<file path="config.mk">
export PLATFORM = sky130hd
export DESIGN_NAME = tube_par_bus_ctrl
export DESIGN_NICKNAME = d
export VERILOG_FILES = /design/src/rtl/tube_par_bus_ctrl.sv
export SDC_FILE = /design/constraint.sdc
export NUM_CORES = 1
export LEC_CHECK = 0
export ABC_AREA = 1
export CORE_ASPECT_RATIO = 1.2
export CORE_MARGIN = 2
export CORE_UTILIZATION = 42
export CTS_BUF_LIST = sky130_fd_sc_hd__clkbuf_16
export DETAILED_ROUTE_END_ITERATION = 12
export GPL_TIMING_DRIVEN = 0
export MAX_ROUTING_LAYER = met4
export PLACE_DENSITY_LB_ADDON = 0.12
export SLEW_MARGIN = 20
export SYNTH_ARGS = -nofsm -noshare
export SYNTH_HDL_FRONTEND = slang
export SYNTH_SLANG_ARGS = --single-unit
</file>
<file path="constraint.sdc">
create_clock -name clk -period 1.39 [get_ports clk]
set_input_delay 0.417 -clock clk [delete_from_list [all_inputs] [get_ports clk]]
set_output_delay 0.417 -clock clk [all_outputs]
set_load 0.02 [all_outputs]
</file>
<file path="src/rtl/tube_par_bus_ctrl.sv">
// Parasite-side bus master for the Tube ULA: turns read/write commands into timed
// chip-select/strobe cycles and synchronises the Tube's NMI, IRQ and reset lines.
module tube_par_bus_ctrl #(
    parameter int SETUP_CYC   = 1,
    parameter int STROBE_CYC  = 3,
    parameter int HOLD_CYC    = 1,
    parameter int SYNC_STAGES = 2
) (
    input  logic       clk,
    input  logic       rst_b,
    input  logic       cmd_valid,
    output logic       cmd_ready,
    input  logic       cmd_write,
    input  logic [2:0] cmd_addr,
    input  logic [7:0] cmd_wdata,
    output logic       rsp_valid,
    input  logic       rsp_ready,
    output logic [7:0] rsp_rdata,
    output logic [2:0] p_addr,
    output logic       p_cs_b,
    output logic       p_rd_b,
    output logic       p_wr_b,
    output logic [7:0] p_data_o,
    output logic       p_data_oe,
    input  logic [7:0] p_data_i,
    input  logic       p_nmi_b,
    input  logic       p_irq_b,
    input  logic       tube_rst_b,
    output logic       nmi,
    output logic       irq,
    output logic       par_reset
);

    typedef enum logic [2:0] {IDLE, SETUP, STROBE, HOLD, RESP} state_t;

    localparam logic [3:0] SETUP_RLD  = 4'(SETUP_CYC - 1);
    localparam logic [3:0] STROBE_RLD = 4'(STROBE_CYC - 1);
    localparam logic [3:0] HOLD_RLD   = 4'(HOLD_CYC - 1);

    state_t                 r_state;
    logic [3:0]             r_cnt;
    logic                   r_write;
    logic [SYNC_STAGES-1:0] r_rst_sync;
    logic [SYNC_STAGES-1:0] r_nmi_sync;
    logic [SYNC_STAGES-1:0] r_irq_sync;
    logic                   w_par_reset_nxt;

    always_ff @(posedge clk or negedge rst_b) begin
        if (!rst_b) begin
            r_rst_sync <= '0;
            r_nmi_sync <= '1;
            r_irq_sync <= '1;
        end else begin
            r_rst_sync <= {r_rst_sync[SYNC_STAGES-2:0], tube_rst_b};
            r_nmi_sync <= {r_nmi_sync[SYNC_STAGES-2:0], p_nmi_b};
            r_irq_sync <= {r_irq_sync[SYNC_STAGES-2:0], p_irq_b};
        end
    end

    assign par_reset = ~r_rst_sync[SYNC_STAGES-1];
    assign nmi       = ~r_nmi_sync[SYNC_STAGES-1];
    assign irq       = ~r_irq_sync[SYNC_STAGES-1];

    // Value par_reset takes after this edge; lets cmd_ready track !par_reset with no lag.
    assign w_par_reset_nxt = ~r_rst_sync[SYNC_STAGES-2];

    always_ff @(posedge clk or negedge rst_b) begin
        if (!rst_b) begin
            r_state   <= IDLE;
            r_cnt     <= '0;
            r_write   <= 1'b0;
            p_addr    <= '0;
            p_cs_b    <= 1'b1;
            p_rd_b    <= 1'b1;
            p_wr_b    <= 1'b1;
            p_data_o  <= '0;
            p_data_oe <= 1'b0;
            cmd_ready <= 1'b0;
            rsp_valid <= 1'b0;
            rsp_rdata <= '0;
        end else begin
            case (r_state)
                IDLE: begin
                    if (cmd_valid && cmd_ready) begin
                        r_state   <= SETUP;
                        r_cnt     <= SETUP_RLD;
                        r_write   <= cmd_write;
                        p_addr    <= cmd_addr;
                        p_data_o  <= cmd_write ? cmd_wdata : 8'h00;
                        p_data_oe <= cmd_write;
                        p_cs_b    <= 1'b0;
                        cmd_ready <= 1'b0;
                    end else begin
                        cmd_ready <= ~w_par_reset_nxt;
                    end
                end
                SETUP: begin
                    if (r_cnt == 4'd0) begin
                        r_state <= STROBE;
                        r_cnt   <= STROBE_RLD;
                        p_rd_b  <= r_write;
                        p_wr_b  <= ~r_write;
                    end else begin
                        r_cnt <= r_cnt - 4'd1;
                    end
                end
                STROBE: begin
                    if (r_cnt == 4'd0) begin
                        if (!r_write) begin
                            rsp_rdata <= p_data_i;
                        end
                        r_state <= HOLD;
                        r_cnt   <= HOLD_RLD;
                        p_rd_b  <= 1'b1;
                        p_wr_b  <= 1'b1;
                    end else begin
                        r_cnt <= r_cnt - 4'd1;
                    end
                end
                HOLD: begin
                    if (r_cnt == 4'd0) begin
                        p_cs_b    <= 1'b1;
                        p_addr    <= '0;
                        p_data_o  <= '0;
                        p_data_oe <= 1'b0;
                        // A read finishing under parasite reset drops its response.
                        if (!r_write && !par_reset) begin
                            r_state   <= RESP;
                            rsp_valid <= 1'b1;
                        end else begin
                            r_state   <= IDLE;
                            cmd_ready <= ~w_par_reset_nxt;
                        end
                    end else begin
                        r_cnt <= r_cnt - 4'd1;
                    end
                end
                RESP: begin
                    if (par_reset || rsp_ready) begin
                        rsp_valid <= 1'b0;
                        r_state   <= IDLE;
                        cmd_ready <= ~w_par_reset_nxt;
                    end
                end
                default: begin
                    r_state <= IDLE;
                end
            endcase
        end
    end

endmodule

</file>
==> metrics.md, run 1 <==
| Metric | Value |
|---|---|
| Post-Synthesis Mean Instance Area | 8.84 µm² |
| Drc violations | 0 |
| Critical Path Source | r_cnt[1]$_DFFE_PN0P_ |
| Last weighted congestion value of the routability-driven placer | 0.817 |
| Synth Instances | 204 |
| R2R setup slack | -0.03 ns |
| Total vias in the final route | between 1500 and 2000 |
| Total die area | 4840 µm² |
| Number of buffers inserted during clock tree synthesis | 5 |
| Number of distinct library cells after synthesis | 25 |
| Data required time at the worst endpoint | 1.56 ns |
| Pre-Repair DR Iteration Count | 5 |
| Number of antenna violations at the first check in global routing | 0 |
| Maximum fanout encountered on the critical timing path | 5 |
| Total inserted antenna cells | 0 |
| Status | finished, violations left |
| Startpoint type of the worst setup path | register |
| Clock H-tree levels | 2 |
| Setup ws final | -0.0265 ns |
| Power Dens Cells | 2290 nW/µm² |
| Antenna Nets Post-Route | 0 |
| Worst flop-to-flop path endpoint | p_data_o[2]$_DFFE_PN0P_ |
| First DRT Iteration DRCs | approximately 130 |
| Static Leak | 1.42 nW |
| Detail-routed net length per standard cell | 13.3 µm |
| Placement Rows | 26 |
| Global-route total usage across every layer | 20.3% |
| Height of the die | between 70 and 80 µm |
| Worst r2r src | r_cnt[1]$_DFFE_PN0P_ |
| Data arrival, critical path | 1.58 ns |
| Horizontal extent of the die | 63.8 µm |
| CORE AREA | ~4200 µm² |
| Slew at the pin closest to its max-slew limit | 0.328 ns |
| XOR/XNOR Fraction of Synth Area | 0.485% |
| Failing checks | setup timing |
| Total wire length after detailed routing | 4570 µm |
| Final Core Density | 68.7% |
| Maximum VDD drop | about 0.0011 V |
| Warnings from Yosys | 0 |
| Net Count, Synth | between 200 and 250 |
| Cells on worst reg2reg path | 8 |
| Remaining max-slew budget at the tightest pin | about four fifths |
| Half-perimeter wire length of the detailed placement result | 2850 µm |
| Setup repair after global routing missed its margin | yes |
| Area fraction in compound gates after synthesis | 8.39% |
| Ratio of cells with drive above 1 in the final layout | 40.6% |
| CP endpoint kind | register |
| Multiplexer share of the synthesized area | 0% |
| Global route total overflow | 0 |
| Number of inserted filler cells in the final layout | between 300 and 400 |
| Clock slew at reported path FFs | 0.06 ns |
| Maximum clock skew at final layout | 0.00847 ns |
| Buffer levels on the longest clock path | 2 |
| Hold/Removal Path Class | primary input to asynchronous set/reset pin |
| Termination of the worst setup path | p_data_o[2]$_DFFE_PN0P_ |
| Max cap viols | 0 |
| First-pass GRT wire length | approximately 7200 µm |
| Simple logic cell fraction of the synthesized area | between 20% and 30% |
| Layout-stage area growth over the synthesis result | 59.8% |
| Tcrit/Tclk final | 102% |
| FF+latch count, synth | 39 |
| CTS tree | done |
| Final setup violation count | 10 |
| Final Hold Fails | 0 |
| Sequential fraction of the synthesis area | between 50% and 60% |
| Hold Buf Count CTS | 0 |
| Main combinational cell family by area after synthesis | simple AND/OR/NAND/NOR gates |
| Start-to-end type of the worst setup path | register to register |
| I/O pin count | 55 |
| Vias per inst | 4.74 |
| Buffer type at the clock tree root | sky130_fd_sc_hd__clkbuf_16 |
| Minimum clock period after layout | 1.42 ns |
| Setup Total Neg Slack | -0.153 ns |
| Clock insertion delay at the later pin of the skew report | 0.28 ns |
| Net count, final | 316 |
| # port buffers | 54 |
| Clock sink count | 39 |
| Synthesized-area fraction occupied by adder cells | 1.39% |
| Number of pins exceeding their max-slew limit in the final report | 0 |
| Number of global-route vias before repair | about 1500 |
| Effective utilization at floorplan | between 40% and 50% |
| Pin count of the biggest net entering global routing | 29 |
| Synthesized area | roughly 1800 µm² |
| Max Clock Freq | ~710 MHz |
==> cell usage in the layout (no fill, tap or decap), types with 8 or more instances in the layout <==
cell                               n
sky130_fd_sc_hd__nor2_1           10
sky130_fd_sc_hd__clkdlybuf4s50_1  24
sky130_fd_sc_hd__o21ai_2           9
sky130_fd_sc_hd__nand2_2          17
sky130_fd_sc_hd__nand2_1          50
sky130_fd_sc_hd__inv_1            20
sky130_fd_sc_hd__clkbuf_2         13
sky130_fd_sc_hd__dfrtp_1          30
sky130_fd_sc_hd__buf_6            10
sky130_fd_sc_hd__nand3_1           8
sky130_fd_sc_hd__buf_4            15
==> critical path, stage by stage (launching register included) <==
cell                      delay [ns]
sky130_fd_sc_hd__dfrtp_1        0.38
sky130_fd_sc_hd__inv_2          0.08
sky130_fd_sc_hd__ha_4           0.14
sky130_fd_sc_hd__nand3_4        0.10
sky130_fd_sc_hd__nor2_4         0.24
sky130_fd_sc_hd__nor2_8         0.10
sky130_fd_sc_hd__buf_6          0.14
sky130_fd_sc_hd__nand2_2        0.06
sky130_fd_sc_hd__o21ai_2        0.05
==> per-layer routing <==
metal | GRT usage, % | up-vias | part of all wire (%)
met3 | 6.06 | 6 | 4.8
met1 | 23.2 | 782 | 40
met5 | - | - | 0
li1 | - | 806 | -
met2 | 34.3 | 37 | 53
met4 | 7.25 | 0 | 1.5
==> Yosys cell counts (all sizes together) <==
cell type | instances | area share (%)
nand3 | 13 | 4.2
dfrtp | 32 | 44
xor2 | 1 | 0.49
o21ai | 18 | 6.0
nand3b | 2 | 0.83
inv | 25 | 5.2
nor3 | 2 | 1.8
ha | 2 | 1.4
a21boi | 2 | 0.83
nand2 | 70 | 15
nand4 | 2 | 0.69
buf | 3 | 1.9
nor2 | 20 | 5.8
o21a | 1 | 0.42
dfstp | 7 | 10
a21oi | 4 | 1.1
==> how the worst min path moves through the flow <==
stage / startpoint / to / slack (ns) / cells past startpoint
2_1_floorplan: rst_b / cmd_ready$_DFFE_PN0P_ / 0.12 / 0
5_1_grt: rst_b / r_cnt[2]$_DFFE_PN0P_ / 0.04 / 1
4_1_cts: rst_b / r_cnt[2]$_DFFE_PN0P_ / 0.03 / 1
3_5_place_dp: rst_b / r_cnt[3]$_DFFE_PN0P_ / 0.33 / 1
6_report: rst_b / r_cnt[2]$_DFFE_PN0P_ / 0.02 / 1
3_3_place_gp: r_nmi_sync[0]$_DFF_PN1_ / r_nmi_sync[1]$_DFF_PN1_ / 0.35 / 0
==> report_power, final <==
part	switching [mW]	internal (mW)
registers	0.346	1.64
clock network	0.418	0.644
logic	2.03	1.53
total	2.80	3.82
==> metrics by stage <==
stage | total power [mW] | std cells | setup WS [ns] | area (µm²) | hold slack (ns)
2_1_floorplan | 3.79 | 204 | 0.00839 | 1820 | 0.121
3_3_place_gp | 4.91 | 314 | -1.08 | 2430 | 0.346
3_5_place_dp | 4.95 | 315 | -0.498 | 2450 | 0.326
4_1_cts | 6.15 | 334 | 0.00176 | 2700 | 0.0273
5_1_grt | 7.08 | 344 | -0.0813 | 2880 | 0.0415
6_report | 6.61 | 344 | -0.0265 | 2880 | 0.0191
==> what timing repair did <==
| item | in CTS | in global routing |
|---|---|---|
| resized for setup | 85 | 71 |
| pin swaps | 5 | 10 |
| cloned | 1 | 1 |
| buffers inserted | 11 | 9 |
| setup endpoints to repair | 54 | 44 |
==> registers in the layout, indices dropped and copies added, names as in the netlist, 2 cells and up <==
| name | flops |
|---|---|
| p_data_o | 8 |
| r_irq_sync | 2 |
| r_nmi_sync | 2 |
| r_rst_sync | 2 |
| p_addr | 3 |
| r_state | 3 |
| r_cnt | 4 |
| rsp_rdata | 8 |
==> area by class of cell <==
type                            instances  area [µm²]  share of cell area (%)
Clock buffer                            5         125                    4.34
Timing Repair Buffer                   76         707                    24.5
Inverter                               25        98.8                    3.43
Clock inverter                          3        11.3                   0.390
Tap cell                               56        70.1                    2.43
Sequential cell                        39         987                    34.2
Buffer                                  3        37.5                    1.30
Multi-Input combinational cell        137         847                    29.4
==> cells by family (layout without fill, tap and decap cells) <==
group / count (synthesis) / in the layout
buffers and inverters: 28 / 112
AO/OA/AOI/OAI: 25 / 25
XOR/XNOR: 1 / 1
flip-flops: 39 / 39
AND/OR/NAND/NOR: 109 / 109
adder cells (fa/ha/maj): 2 / 2
Power figures use the tool's default switching activity.
==> inputs of run 2 (changes only) <==
--- a/config.mk
+++ b/config.mk
@@ -9,7 +9,7 @@
 export CORE_ASPECT_RATIO = 1.2
 export CORE_MARGIN = 2
 export CORE_UTILIZATION = 42
-export CTS_BUF_LIST = sky130_fd_sc_hd__clkbuf_16
+export CTS_BUF_LIST = sky130_fd_sc_hd__clkbuf_4 sky130_fd_sc_hd__clkbuf_8 sky130_fd_sc_hd__clkbuf_16
 export DETAILED_ROUTE_END_ITERATION = 12
 export GPL_TIMING_DRIVEN = 0
 export MAX_ROUTING_LAYER = met4
==> constraint.sdc (replaced) <==
create_clock -name clk -period 1.39 [get_ports clk]
set_input_delay 0.417 -clock clk [delete_from_list [all_inputs] [get_ports clk]]
set_output_delay 0.417 -clock clk [all_outputs]
set_load 0.1 [all_outputs]
==> run 2 against run 1 <==
The run still ends with setup timing left. Maximum frequency fell by 1.8%. Wire length fell by 7.2%. Clock skew rose by 0.00071 ns. Die area did not move. Global-route usage fell by 1.2 points. First-iteration DRC count fell by 72%. Register-to-register slack barely moved. Cell count fell by 0.29%. Sequential share of layout area fell by 0.37 points. Final area rose by 1.5%.
==> metrics.md, run 2 (synthesized netlist as in run 1, its figures left out) <==
| Metric | Value |
|---|---|
| Final instance area | 2930 µm² (+1.5%) |
| Horizontal extent of the die | 63.8 µm (unchanged) |
| Placement Rows | 26 (unchanged) |
| Maximum clock skew at final layout | 0.00918 ns (+0.000711 ns) |
| Clock H-tree levels | 2 (unchanged) |
| Hold/Removal Path Class | primary input to asynchronous set/reset pin |
| Number of global-route vias before repair | 1482 (-3.1%) |
| Number of pins exceeding their max-slew limit in the final report | 0 (unchanged) |
| Height of the die | 75.8 µm (unchanged) |
| CORE AREA | 4200 µm² (unchanged) |
| Final setup violation count | 11 (+1) |
| Layout-stage area growth over the synthesis result | 62.2% |
| Total inserted antenna cells | 0 (unchanged) |
| Minimum clock period after layout | 1.44 ns (+0.0264 ns) |
| Critical path's top delay family | flip-flops |
| Drc violations | 0 (unchanged) |
| Total die area | 4840 µm² (unchanged) |
| Max Clock Freq | 693 MHz (-1.8%) |
| Status | finished, violations left |
| Net count, final | 315 (-0.32%) |
| Area post-placement | 2450 µm² (+0.20%) |
| Slew at the pin closest to its max-slew limit | 0.319 ns (-0.00932 ns) |
| Data required time at the worst endpoint | 0.97 ns (-0.59 ns) |
| Pre-CTS worst setup slack | -0.670 ns (-0.172 ns) |
| Flip-flop and latch area | 991 µm² (+0.38%) |
| Buffer type at the clock tree root | sky130_fd_sc_hd__clkbuf_8 |
| Total wire length after detailed routing | 4240 µm (-7.2%) |
| CP endpoint kind | primary output |
| Clock slew at reported path FFs | 0.08 ns (+0.02 ns) |
| Area taken by multi-input logic gates | 801 µm² (-5.5%) |
| Maximum fanout encountered on the critical timing path | 2 (-3) |
| Number of buffers inserted during clock tree synthesis | 5 (unchanged) |
| Half-perimeter wire length of the detailed placement result | 2860 µm (+0.51%) |
| Pre-Repair DR Iteration Count | 4 (-1) |
| Master of the slowest instance on the critical path | sky130_fd_sc_hd__dfstp_2 |
| Layout Cells excl Fill | 343 (-0.29%) |
| Buf+Inv Stages, Crit Path | 1 (-1) |
| Commonest non-fill, non-tap cell in the layout | sky130_fd_sc_hd__nand2_1 |
| Vias per inst | 4.62 (-2.7%) |
| Commonest cells after routing, fill and taps aside | sky130_fd_sc_hd__nand2_1 (56), sky130_fd_sc_hd__dfrtp_1 (29), sky130_fd_sc_hd__clkdlybuf4s50_1 (24) |
| Post-route worst hold slack | 0.0104 ns (-0.00876 ns) |
| Failing checks | setup timing |
| CTS tree | done |
| First DRT Iteration DRCs | 37 (-72%) |
| Antenna Nets Post-Route | 0 (unchanged) |
| Data arrival, critical path | 1.03 ns (-0.55 ns) |
| Hold Buf Count CTS | 0 (unchanged) |
| Global-route total usage across every layer | 19.1% (-1.2 points) |
| Cells on worst reg2reg path | 8 (unchanged) |
| Cells traversed along the worst timing path | buf_12 |
| Clock sink count | 39 (unchanged) |
| Max cap viols | 0 (unchanged) |
| Buffer levels on the longest clock path | 2 (unchanged) |
| Global route total overflow | 0 (unchanged) |
| Number of antenna violations at the first check in global routing | 0 (unchanged) |
| Setup repair after global routing missed its margin | yes |
| First-pass GRT wire length | 6780 µm (-5.3%) |
| Setup ws final | -0.0529 ns (-0.0264 ns) |
| Clock insertion delay at the later pin of the skew report | 0.29 ns (about the same) |
| Placed instance count | 315 (unchanged) |
| I/O pin count | 55 (unchanged) |
| Delay of the slowest cell on the worst path | 0.56 ns (+0.18 ns) |
| Detail-routed net length per standard cell | 12.4 µm (-6.9%) |
| Total vias in the final route | 1583 (-2.9%) |
| Crit. path cell count | 1 (-7) |
| Remaining max-slew budget at the tightest pin | 78.7% (+0.64 points) |
| Start-to-end type of the worst setup path | register to primary output |
| Largest registers | p_data_o (8), rsp_rdata (8), r_cnt (4) |
| Final Hold Fails | 0 (unchanged) |
| Effective utilization at floorplan | 43.0% (unchanged) |
| Pin count of the biggest net entering global routing | 28 (-3.4%) |
| Number of inserted filler cells in the final layout | 338 (-0.88%) |
| Ratio of cells with drive above 1 in the final layout | 40.8% (+0.14 points) |
| Tcrit/Tclk final | 104% (+1.9 points) |
| # port buffers | 54 (unchanged) |
| Last weighted congestion value of the routability-driven placer | 0.759 (-7.1%) |
| Startpoint type of the worst setup path | register |
[run 2: changes by cell type in the layout (fill, tap and decap cells not counted), moves of 5 or more]
| cell | delta |
|---|---|
| sky130_fd_sc_hd__nand2_1 | +6 |
| sky130_fd_sc_hd__clkbuf_2 | -13 |
| sky130_fd_sc_hd__buf_4 | +5 |
| sky130_fd_sc_hd__buf_6 | +10 |
| sky130_fd_sc_hd__clkdlybuf4s15_1 | -7 |
| sky130_fd_sc_hd__buf_12 | +6 |
| sky130_fd_sc_hd__clkbuf_8 | +6 |
[run 2: layout make-up]
class	count	share of cell area (%)
Clock buffer	6	2.82
Multi-Input combinational cell	138	27.4
Timing Repair Buffer	74	27.7
Tap cell	56	2.39
Buffer	3	1.28
Sequential cell	39	33.9
Inverter	25	3.33
Clock inverter	2	1.20
[run 2: repair_timing]
action	in CTS	in global routing
buffers inserted	13	4
gates resized for setup	202	47
gates cloned	1	2
endpoints found under the setup margin	58	47
pin swaps	5	1
[run 2: worst paths after layout]
check / from / endpoint / slack [ns]
max in group asynchronous: rst_b / p_cs_b$_DFFE_PN1P_ / 0.85
setup reg to reg: r_cnt[0]$_DFFE_PN0P_ / p_data_oe$_DFFE_PN0P_ / -0.02
min in group clk: r_nmi_sync[0]$_DFF_PN1_ / r_nmi_sync[1]$_DFF_PN1_ / 0.36
hold / removal: rst_b / r_cnt[2]$_DFFE_PN0P_ / 0.01
hold reg to reg: r_nmi_sync[0]$_DFF_PN1_ / r_nmi_sync[1]$_DFF_PN1_ / 0.36
setup / recovery: p_wr_b$_DFFE_PN1P_ / p_wr_b / -0.05
[run 2: routing by layer]
metal  share of wire [%]  up-vias  wire length (µm)  track usage (%)
met3                 3.9        7               164             3.10
met4                 1.2        0                51             7.97
met5                   0        -                 0                -
met1                  42      739              1800             23.2
met2                  53       35              2230             31.9
li1                    -      802                 -                -
[run 2: stage by stage]
step	TNS (ns)	utilization (%)
after floorplan	-0.764	-
after global placement	-61.69	58.1
after detailed placement	-23.29	58.5
after CTS	-0.320	65.2
after global routing	-1.94	69.7
final	-0.270	69.7
Power of run 2 is not shown: default switching activity piles up to over one toggle a cycle in this logic, so the estimate is an artifact.
==> inputs of run 3 (changes only) <==
--- a/config.mk
+++ b/config.mk
@@ -14,6 +14,7 @@
 export GPL_TIMING_DRIVEN = 0
 export MAX_ROUTING_LAYER = met4
 export PLACE_DENSITY_LB_ADDON = 0.12
+export SKIP_LAST_GASP = 1
 export SLEW_MARGIN = 20
 export SYNTH_ARGS = -nofsm -noshare
 export SYNTH_HDL_FRONTEND = slang
==> run 3 against run 2 <==
The run still ends with setup timing left. Global-route usage is 0.067 points lower. Register-to-register slack worse by 0.03 ns. Wire length is 1.9% higher. Die area stayed put. Maximum frequency is 0.38% lower. Critical path depth stayed put. Core utilization is 0.89 points higher. Count of clock-buffer cells in the layout stayed put. Non-clock buffer count is 2 higher. Via count is 1.2% higher. Cell count is 0.58% higher. Setup slack worse by 0.0055 ns. Largest cell class unchanged.
==> metrics.md, run 3 (synthesized netlist as in run 1, its figures left out) <==
| Metric | Value |
|---|---|
| Pre-Repair DR Iteration Count | 4 (unchanged) |
| Height of the die | 75.8 µm (unchanged) |
| Effective utilization at floorplan | 43.0% (unchanged) |
| Cells on worst reg2reg path | 7 (-1) |
| Largest registers | p_data_o (8), rsp_rdata (8), r_cnt (4) |
| Final Hold Fails | 0 (unchanged) |
| Start-to-end type of the worst setup path | register to primary output |
| Worst flop-to-flop path endpoint | p_data_o[7]$_DFFE_PN0P_ |
| Status | finished, violations left |
| Setup repair after global routing missed its margin | yes |
| Number of pins exceeding their max-slew limit in the final report | 0 (unchanged) |
| Commonest non-fill, non-tap cell in the layout | sky130_fd_sc_hd__nand2_1 |
| Worst r2r src | r_cnt[0]$_DFFE_PN0P_ |
| Last weighted congestion value of the routability-driven placer | 0.759 (unchanged) |
| Total die area | 4840 µm² (unchanged) |
| Clock slew at reported path FFs | 0.08 ns (about the same) |
| Total inserted antenna cells | 0 (unchanged) |
| Global route total overflow | 0 (unchanged) |
| Global-route total usage across every layer | 19.0% (-0.067 points) |
| Number of global-route vias before repair | 1472 (-0.67%) |
| Area post-placement | 2450 µm² (unchanged) |
| Number of buffers inserted during clock tree synthesis | 5 (unchanged) |
| Half-perimeter wire length of the detailed placement result | 2860 µm (unchanged) |
| Number of inserted filler cells in the final layout | 328 (-3.0%) |
| Clock sink count | 39 (unchanged) |
| Layout Cells excl Fill | 345 (+0.58%) |
| R2R setup slack | -0.05 ns (-0.03 ns) |
| Buffer levels on the longest clock path | 2 (unchanged) |
| Total wire length after detailed routing | 4320 µm (+1.9%) |
| Maximum clock skew at final layout | 0.00696 ns (-0.00222 ns) |
| Max Clock Freq | 690 MHz (-0.38%) |
| Drc violations | 0 (unchanged) |
| Startpoint type of the worst setup path | register |
| CORE AREA | 4200 µm² (unchanged) |
| Final setup violation count | 20 (+9) |
| Layout-stage area growth over the synthesis result | 64.3% |
| Critical path's top delay family | flip-flops |
| Data required time at the worst endpoint | 0.97 ns (about the same) |
| Antenna Nets Post-Route | 0 (unchanged) |
| Placement Rows | 26 (unchanged) |
| Cells traversed along the worst timing path | buf_12 |
| Buf+Inv Stages, Crit Path | 1 (unchanged) |
| CP endpoint kind | primary output |
| Pin count of the biggest net entering global routing | 28 (unchanged) |
| Tcrit/Tclk final | 104% (+0.39 points) |
| Commonest cells after routing, fill and taps aside | sky130_fd_sc_hd__nand2_1 (54), sky130_fd_sc_hd__dfrtp_1 (29), sky130_fd_sc_hd__clkdlybuf4s50_1 (24) |
| Remaining max-slew budget at the tightest pin | 78.7% (about the same) |
| Detail-routed net length per standard cell | 12.5 µm (+1.3%) |
| Delay of the slowest cell on the worst path | 0.57 ns (about the same) |
| Horizontal extent of the die | 63.8 µm (unchanged) |
| Setup ws final | -0.0584 ns (-0.00547 ns) |
| Buffer type at the clock tree root | sky130_fd_sc_hd__clkbuf_8 |
| Clock H-tree levels | 2 (unchanged) |
| Data arrival, critical path | 1.03 ns (about the same) |
| Ratio of cells with drive above 1 in the final layout | 42.9% (+2.1 points) |
| Clock insertion delay at the later pin of the skew report | 0.29 ns (about the same) |
| First-pass GRT wire length | 6750 µm (-0.40%) |
| Master of the slowest instance on the critical path | sky130_fd_sc_hd__dfstp_2 |
| Setup Total Neg Slack | -0.693 ns (-0.423 ns) |
| First DRT Iteration DRCs | 44 (+19%) |
| Final instance area | 2960 µm² (+1.3%) |
| Net count, final | 317 (+0.63%) |
| # port buffers | 54 (unchanged) |
| Hold/Removal Path Class | primary input to asynchronous set/reset pin |
| Post-route worst hold slack | 0.00513 ns (-0.00525 ns) |
| Total vias in the final route | 1602 (+1.2%) |
| Vias per inst | 4.64 (+0.61%) |
| Failing checks | setup timing |
| Hold Buf Count CTS | 0 (unchanged) |
| Slew at the pin closest to its max-slew limit | 0.320 ns (+0.000400 ns) |
| Max cap viols | 0 (unchanged) |
| Placed instance count | 315 (unchanged) |
| Minimum clock period after layout | 1.45 ns (+0.00547 ns) |
| Maximum fanout encountered on the critical timing path | 2 (unchanged) |
| Number of antenna violations at the first check in global routing | 0 (unchanged) |
| I/O pin count | 55 (unchanged) |
| CTS tree | done |
## run 3: worst max path at each step
stage / from / end / slack (ns) / depth (start not counted)
final: p_cs_b$_DFFE_PN1P_ / p_cs_b / -0.06 / 1
after global routing: r_cnt[0]$_DFFE_PN0P_ / p_addr[0]$_DFFE_PN0P_ / -0.12 / 8
after CTS: p_addr[0]$_DFFE_PN0P_ / p_addr[0] / -0.10 / 1
after detailed placement: p_cs_b$_DFFE_PN1P_ / p_cs_b / -0.67 / 1
after global placement: rst_b / cmd_ready$_DFFE_PN0P_ / -1.31 / 1
after floorplan: r_rst_sync[1]$_DFF_PN0_ / r_state[1]$_DFFE_PN0P_ / -0.10 / 8
## run 3: cell type report
| cell class | count | area (µm²) | share of cell area (%) |
|---|---|---|---|
| sequential | 39 | 991 | 33.4 |
| multi-input combinational | 138 | 827 | 27.9 |
| timing repair buffer | 76 | 823 | 27.8 |
| inverter | 25 | 97.6 | 3.29 |
| clock buffer | 6 | 82.6 | 2.79 |
| tap | 56 | 70.1 | 2.36 |
| buffer | 3 | 37.5 | 1.27 |
| clock inverter | 2 | 35.0 | 1.18 |
## run 3: what timing repair did
item	4_1_cts	5_1_grt
endpoints found under the setup margin	58	48
gates cloned	1	2
setup buffers	13	6
pin swaps	4	7
gates resized for setup	199	57
## run 3: stage by stage
| step | setup WS, ns | utilization (%) |
|---|---|---|
| after floorplan | -0.102 | - |
| after global placement | -1.31 | 58.1 |
| after detailed placement | -0.670 | 58.5 |
| after CTS | -0.105 | 64.9 |
| after global routing | -0.117 | 70.6 |
| final | -0.0584 | 70.6 |
## run 3: routing by layer
layer	track usage (%)	vias up	wire length, µm
met5	-	-	0
met3	3.10	6	167
met4	7.97	0	55
li1	-	805	-
met1	23.1	759	1880
met2	31.8	32	2220
Power of run 3 is left out for the same reason.
